==> src/rtl/rs_pkg.sv <==
// rtl/rs_pkg.sv - GF(2^5) field constants, RS(18,16) generator and shared types
package rs_pkg;

  localparam int SYMBOL_WIDTH = 5;
  localparam int K            = 16;
  localparam int N            = 18;

  typedef logic [SYMBOL_WIDTH-1:0] symbol_t;

  // Field: x^5 + x^2 + 1, alpha = x
  localparam symbol_t PRIM_POLY = 5'b00101;
  localparam symbol_t ALPHA     = 5'b00010;
  localparam symbol_t ALPHA2    = 5'b00100;

  // g(x) = (x + alpha)(x + alpha^2) = x^2 + G1*x + G0
  localparam symbol_t G1 = 5'b00110;
  localparam symbol_t G0 = 5'b01000;

  typedef enum logic [1:0] {
    DATA = 2'd0,
    PAR1 = 2'd1,
    PAR0 = 2'd2
  } enc_state_t;

  // Shift-and-add multiply; with a constant operand this folds to an XOR network
  function automatic symbol_t gf_mul(input symbol_t a, input symbol_t b);
    symbol_t p;
    symbol_t x;
    p = '0;
    x = a;
    for (int i = 0; i < SYMBOL_WIDTH; i++) begin
      if (b[i]) p = p ^ x;
      x = x[SYMBOL_WIDTH-1] ? ((x << 1) ^ PRIM_POLY) : (x << 1);
    end
    return p;
  endfunction

endpackage

==> src/rtl/rs_stream_encoder_if.sv <==
// rtl/rs_stream_encoder_if.sv - input/output symbol streams of the RS encoder
interface rs_stream_encoder_if;
  import rs_pkg::*;

  logic    in_valid;
  logic    in_ready;
  symbol_t in_data;
  logic    in_last;
  logic    out_valid;
  logic    out_ready;
  symbol_t out_data;
  logic    out_last;
  logic    frame_err;

  // Encoder side
  modport master (
    input  in_valid, in_data, in_last, out_ready,
    output in_ready, out_valid, out_data, out_last, frame_err
  );

  // Environment side (producer of data, consumer of codewords)
  modport slave (
    output in_valid, in_data, in_last, out_ready,
    input  in_ready, out_valid, out_data, out_last, frame_err
  );

endinterface

==> src/rtl/rs_parity_lfsr.sv <==
// rtl/rs_parity_lfsr.sv - two-stage GF(2^5) division LFSR holding the parity remainder
module rs_parity_lfsr
  import rs_pkg::*;
(
  input  logic    clk,
  input  logic    rst_n,
  input  logic    clear,
  input  logic    shift_en,
  input  symbol_t din,
  output symbol_t r1,
  output symbol_t r0
);

  symbol_t fb;

  assign fb = din ^ r1;

  // Divide by g(x); clear wins so the next codeword starts from a zero remainder
  always_ff @(posedge clk or negedge rst_n) begin
    if (!rst_n) begin
      r1 <= '0;
      r0 <= '0;
    end else if (clear) begin
      r1 <= '0;
      r0 <= '0;
    end else if (shift_en) begin
      r1 <= r0 ^ gf_mul(G1, fb);
      r0 <= gf_mul(G0, fb);
    end
  end

endmodule

==> src/rtl/rs_stream_encoder.sv <==
// rtl/rs_stream_encoder.sv - streaming systematic RS(18,16) encoder over GF(2^5)
module rs_stream_encoder (
  input  logic             clk,
  input  logic             rst_n,
  rs_stream_encoder_if.master bus
);
  import rs_pkg::*;

  localparam int CNT_W = $clog2(K);

  enc_state_t state_q, state_d;
  logic [CNT_W-1:0] cnt_q, cnt_d;

  logic    out_valid_q, out_last_q, frame_err_q;
  symbol_t out_data_q;

  logic    slot_free, in_ready_c, accept;
  logic    load, load_last, err_d;
  symbol_t load_data;
  logic    lfsr_shift, lfsr_clear;
  symbol_t r1, r0;

  assign slot_free = !out_valid_q || bus.out_ready;

  rs_parity_lfsr u_lfsr (
    .clk      (clk),
    .rst_n    (rst_n),
    .clear    (lfsr_clear),
    .shift_en (lfsr_shift),
    .din      (bus.in_data),
    .r1       (r1),
    .r0       (r0)
  );

  // State and symbol count registers
  always_ff @(posedge clk or negedge rst_n) begin
    if (!rst_n) begin
      state_q <= DATA;
      cnt_q   <= '0;
    end else begin
      state_q <= state_d;
      cnt_q   <= cnt_d;
    end
  end

  // Next state, output-slot load selection and in_last framing check
  always_comb begin
    state_d    = state_q;
    cnt_d      = cnt_q;
    in_ready_c = 1'b0;
    accept     = 1'b0;
    load       = 1'b0;
    load_data  = out_data_q;
    load_last  = 1'b0;
    lfsr_shift = 1'b0;
    lfsr_clear = 1'b0;
    err_d      = 1'b0;
    case (state_q)
      DATA: begin
        in_ready_c = slot_free;
        accept     = bus.in_valid && in_ready_c;
        if (accept) begin
          load       = 1'b1;
          load_data  = bus.in_data;
          lfsr_shift = 1'b1;
          if (cnt_q == CNT_W'(K - 1)) begin
            cnt_d   = '0;
            state_d = PAR1;
            err_d   = !bus.in_last;
          end else begin
            cnt_d = cnt_q + 1'b1;
            err_d = bus.in_last;
          end
        end
      end
      PAR1: begin
        if (slot_free) begin
          load      = 1'b1;
          load_data = r1;
          state_d   = PAR0;
        end
      end
      PAR0: begin
        if (slot_free) begin
          load       = 1'b1;
          load_data  = r0;
          load_last  = 1'b1;
          lfsr_clear = 1'b1;
          state_d    = DATA;
        end
      end
      default: state_d = DATA;
    endcase
  end

  // Single output register stage; holds while stalled, drains when consumed
  always_ff @(posedge clk or negedge rst_n) begin
    if (!rst_n) begin
      out_valid_q <= 1'b0;
      out_data_q  <= '0;
      out_last_q  <= 1'b0;
      frame_err_q <= 1'b0;
    end else begin
      frame_err_q <= err_d;
      if (load) begin
        out_valid_q <= 1'b1;
        out_data_q  <= load_data;
        out_last_q  <= load_last;
      end else if (bus.out_ready) begin
        out_valid_q <= 1'b0;
      end
    end
  end

  assign bus.in_ready  = in_ready_c;
  assign bus.out_valid = out_valid_q;
  assign bus.out_data  = out_data_q;
  assign bus.out_last  = out_last_q;
  assign bus.frame_err = frame_err_q;

endmodule

==> src/flat_wrapper.sv <==
// flat-port wrapper written by rule: the top's interface ports become plain ports
module rs_stream_encoder_flat import rs_pkg::*;
  (clk, rst_n, bus_in_valid, bus_in_data, bus_in_last, bus_out_ready, bus_in_ready, bus_out_valid, bus_out_data, bus_out_last, bus_frame_err);
  rs_stream_encoder_if bus_i ();
  input  logic clk;
  input  logic rst_n;
  input wire logic [$bits(bus_i.in_valid)-1:0] bus_in_valid;
  input wire logic [$bits(bus_i.in_data)-1:0] bus_in_data;
  input wire logic [$bits(bus_i.in_last)-1:0] bus_in_last;
  input wire logic [$bits(bus_i.out_ready)-1:0] bus_out_ready;
  output wire logic [$bits(bus_i.in_ready)-1:0] bus_in_ready;
  output wire logic [$bits(bus_i.out_valid)-1:0] bus_out_valid;
  output wire logic [$bits(bus_i.out_data)-1:0] bus_out_data;
  output wire logic [$bits(bus_i.out_last)-1:0] bus_out_last;
  output wire logic [$bits(bus_i.frame_err)-1:0] bus_frame_err;
  assign bus_i.in_valid = bus_in_valid;
  assign bus_i.in_data = bus_in_data;
  assign bus_i.in_last = bus_in_last;
  assign bus_i.out_ready = bus_out_ready;
  assign bus_in_ready = bus_i.in_ready;
  assign bus_out_valid = bus_i.out_valid;
  assign bus_out_data = bus_i.out_data;
  assign bus_out_last = bus_i.out_last;
  assign bus_frame_err = bus_i.frame_err;
  rs_stream_encoder u_core (.clk(clk), .rst_n(rst_n), .bus(bus_i));
endmodule
==> config.mk <==
export PLATFORM = sky130hd
export DESIGN_NAME = rs_stream_encoder_flat
export DESIGN_NICKNAME = d
export VERILOG_FILES = /design/src/rtl/rs_pkg.sv /design/src/rtl/rs_stream_encoder_if.sv /design/src/rtl/rs_parity_lfsr.sv /design/src/rtl/rs_stream_encoder.sv /design/src/flat_wrapper.sv
export SDC_FILE = /design/constraint.sdc
export NUM_CORES = 1
export LEC_CHECK = 0
export ABC_CLOCK_PERIOD_IN_PS = 3700
export BUFFER_PORTS_ARGS = -buffer_cell sky130_fd_sc_hd__buf_2
export CAP_MARGIN = 20
export CORE_ASPECT_RATIO = 1.1
export CORE_MARGIN = 5
export CORE_UTILIZATION = 45
export DETAILED_ROUTE_END_ITERATION = 8
export PLACE_DENSITY_LB_ADDON = 0.08
export SYNTH_ARGS = -nofsm -noshare
export SYNTH_HDL_FRONTEND = slang
export SYNTH_SLANG_ARGS = --single-unit
==> constraint.sdc <==
create_clock -name clk -period 3.7 [get_ports clk]
set_input_delay 0.555 -clock clk [delete_from_list [all_inputs] [get_ports clk]]
set_output_delay 0.555 -clock clk [all_outputs]
set_load 0.01 [all_outputs]
==> reports/qor_table.md <==
| Parameter | Reported | Unit |
|:---|:---|:---|
| Run status | finished, final reports clean | - |
| Clock buffer count from CTS | 3 | - |
| Number of remaining DRC errors | 0 | - |
| Pin slew with the least headroom to its limit | 0.737 | ns |
| Max-Slew Margin vs Limit | 0.506 | - |
| Number of nets with antenna violations after routing | 0 | - |
| Worst IR Drop VDD | 0.474 | mV |
| Clock tree from TritonCTS | yes | - |
| Time the worst path needs with I/O delays and setup | 2.21 | ns |
| Proportion of layout cells with a drive suffix above 1 | 0.232 | - |
| Die height | 66.7 | um |
| Average cell area after synthesis | 11.1 | sq um |
| Part of the cycle the worst path needs | 0.597 | - |
| Nature of the critical path startpoint | flop | - |
| Netlist Area Pre-Place | 0.00132 | sq mm |
| Wirelength per Cell | 15.8 | um |
| Buffer cell driving the clock tree root | sky130_fd_sc_hd__clkbuf_4 | - |
| Area leader, netlist | sky130_fd_sc_hd__dfrtp_1 | - |
| Setup fix buffers added after clock tree synthesis | 0 | - |
| Area of the die | 0.00411 | sq mm |
| Type of the worst setup path | reg2reg | - |
| Required time of the critical path | 3.92 | ns |
| Reported max-cap violation count | 0 | - |
| Post-synthesis instance total | 119 | - |
| Net count of the mapped netlist | 136 | - |
| Port Buffer Count | 18 | - |
| Power density normalized to cell area | 1020 | mW/mm^2 |
| Number of enable flip-flop cells after synthesis | 0 | - |
| Detailed-route wire length | 2700 | um |
| Core Rows | 20 | - |
| Largest cells by area after synthesis | sky130_fd_sc_hd__dfrtp_1 46%, sky130_fd_sc_hd__xnor2_1 9.3%, sky130_fd_sc_hd__mux2_2 6.8% | - |
| Routability-driven placement congestion ratio | 0.761 | - |
| Total Negative Setup Slacks | 0 | ns |
| Via/cell ratio | 5.56 | - |
| CP Cell Sequence | inv_1 > ha_1 > a21oi_1 > nor3_1 > nor2b_1 > mux2_2 | - |
| Global-route wire length before repair | 4710 | um |
| Initial antenna violation count | 0 | - |
| Clock slew at reported path FFs | 0.14 | ns |
| IO Count | 19 | - |
| Share of the core filled with cells in the final layout | 0.527 | - |
| Diode insertion count for antenna repair | 0 | - |
| Global route overflow | 0 | - |
| Via count | 950 | - |
| Nets | 157 | - |
| Synth Flop Type | sky130_fd_sc_hd__dfrtp_1 | - |
| Most common cell in the netlist | sky130_fd_sc_hd__dfrtp_1 | - |
| Data arrival time of the worst path | 2.42 | ns |
| Sequential cell area fraction in the yosys report | 0.456 | - |
| Critical path launch point | u_core.state_q[0] | - |
| Finish-stage setup viols | 0 | - |
| Slowest stage cell, crit path | sky130_fd_sc_hd__ha_1 | - |
| Unique cell type count in the Yosys netlist | 26 | - |
| Vias in the first global route | 1029 | - |
| Max incr delay on CP | 0.48 | ns |
| CTS resizes | 0 | - |
| Post-cts hold buffer count | 0 | - |
| Number of sinks driven by the clock tree | 24 | - |
| Fmax | 0.453 | GHz |
| Number of design-rule violations left by the first detailed-router iteration | 43 | - |
| Area overhead of the layout relative to synthesis | 11.1 | % |
| Hold Vio Cnt, Final | 0 | - |
| Pin count of the biggest net entering global routing | 25 | - |
| Unrepaired setup endpoints after global routing | no | - |
| Core area | 0.00278 | sq mm |
| Final Max Tran Viols | 0 | - |
| Die X-Extent | 61.6 | um |
| H-tree levels | 1 | - |
| Share of Yosys cell area claimed by the top area cell type | 0.456 | - |
| Endpoint kind of the worst setup timing path | flop | - |
| Pleak | 0.660 | nW |
| Classification of the worst-slack hold path | in2async | - |
| Detailed-placement wirelength estimate | 1990 | um |
| Clock latency on the worst-skew pair | 0.31 | ns |
| Clock skew | 0.00480 | ns |
| Register bit total from synthesis | 24 | - |
| FF-to-FF Start | u_core.state_q[0] | - |
| Yosys warnings | 0 | - |
| Top post-synthesis cells by count | 24 x sky130_fd_sc_hd__dfrtp_1, 14 x sky130_fd_sc_hd__xnor2_1, 9 x sky130_fd_sc_hd__nor2_1 | - |
| Global-route total usage across every layer | 0.153 | - |
| First-pass iteration count of the detailed router | 4 | - |
| Share of flip-flops with an asynchronous set or reset | 1.00 | - |
| Buffer depth of the longest clock path | 2 | - |
| Maximum net fanout on the critical path | 11 | - |
| Starting density of the core | 0.474 | - |
-- area by class of cell --
type	count	area, sq um
clock buffer	3	22.5
fill	263	1320
inverter	3	11.3
multi-input combinational	90	697
sequential	24	601
tap	33	41.3
timing repair buffer	18	90.1
-- kinds of logic (layout without fill, tap and decap cells) --
group / count (synthesis) / after routing / synth area share
XOR/XNOR: 19 / 19 / 0.148
multiplexers: 8 / 8 / 0.0684
buffers and inverters: 5 / 24 / 0.0143
flip-flops: 24 / 24 / 0.456
AND/OR/NAND/NOR: 26 / 26 / 0.0913
AO/OA/AOI/OAI: 30 / 30 / 0.155
adder cells (fa/ha/maj): 7 / 7 / 0.0665
-- where the power goes --
group / leakage, nW / switching (W) / internal (W) / total [W]
clock network: 0.0138 / 0.0000803 / 0.0000381 / 0.000118
logic: 0.350 / 0.000439 / 0.000433 / 0.000872
registers: 0.296 / 0.000105 / 0.000394 / 0.000498
-- sequential cells by signal (all words and copies together), names as in the netlist --
signal and cells:
u_core.state_q 2, u_core.cnt_q 4, u_core.u_lfsr.r1 5, u_core.bus.out_data 5
u_core.u_lfsr.r0 5, u_core.bus.out_last 1, u_core.bus.out_valid 1, u_core.bus.frame_err 1
-- worst paths after layout --
kind	to	slack, ns	cells after the start
max	u_core.bus.out_data[3]	1.49	6
min	u_core.u_lfsr.r1[3]	0.20	1
max reg2reg	u_core.bus.out_data[3]	1.49	6
min reg2reg	u_core.bus.out_data[1]	0.52	1
max in group asynchronous	u_core.bus.out_data[0]	3.13	1
min in group clk	u_core.bus.frame_err	0.48	3
-- stage by stage --
| stage | std cells | hold slack, ns | cell area (sq um) | power (W) | worst slack (ns) |
|---|---|---|---|---|---|
| 2_1_floorplan | 119 | 0.259 | 1320 | 0.00118 | 1.90 |
| 3_3_place_gp | 168 | 0.484 | 1440 | 0.00136 | 1.59 |
| 3_5_place_dp | 168 | 0.495 | 1440 | 0.00138 | 1.49 |
| 4_1_cts | 171 | 0.219 | 1460 | 0.00150 | 1.46 |
| 5_1_grt | 171 | 0.221 | 1460 | 0.00163 | 1.28 |
| 6_report | 171 | 0.201 | 1460 | 0.00149 | 1.49 |
-- placed cells by master (no fill, tap or decap) --
cell	count
sky130_fd_sc_hd__nor2_1	9
sky130_fd_sc_hd__clkbuf_4	3
sky130_fd_sc_hd__nor3_1	3
sky130_fd_sc_hd__mux2_2	8
sky130_fd_sc_hd__a22o_1	6
sky130_fd_sc_hd__xnor3_1	1
sky130_fd_sc_hd__dfrtp_1	24
sky130_fd_sc_hd__a22o_2	1
sky130_fd_sc_hd__nand2_1	5
sky130_fd_sc_hd__and3_1	1
sky130_fd_sc_hd__o22ai_1	1
sky130_fd_sc_hd__ha_1	7
sky130_fd_sc_hd__xor2_1	2
sky130_fd_sc_hd__xnor2_1	14
sky130_fd_sc_hd__xnor2_2	2
sky130_fd_sc_hd__inv_1	3
sky130_fd_sc_hd__a21o_1	1
sky130_fd_sc_hd__and2_1	2
sky130_fd_sc_hd__nor2b_1	2
sky130_fd_sc_hd__o21ai_1	1
sky130_fd_sc_hd__a21oi_1	7
sky130_fd_sc_hd__nand2b_1	1
sky130_fd_sc_hd__a22oi_1	5
sky130_fd_sc_hd__nand3_1	3
sky130_fd_sc_hd__buf_2	18
sky130_fd_sc_hd__o21ai_0	4
sky130_fd_sc_hd__o31ai_1	4
-- layer usage --
layer,vias to the layer above,wire length [um],share of wire,track usage
met5,-,0,0,0
met4,0,42,0.016,0.0477
met3,6,88,0.033,0.0233
met2,15,1360,0.50,0.268
met1,469,1220,0.45,0.187
li1,460,-,-,-
-- worst max-delay path: cells and delay by family (launching register included) --
kind            cells  cell delay (ns)
mux                 1             0.39
simple gates        2             0.59
fa+ha+maj           1             0.48
flops               1             0.44
buf+inv             1             0.11
compound gates      1             0.10
Power figures use the tool's default switching activity.
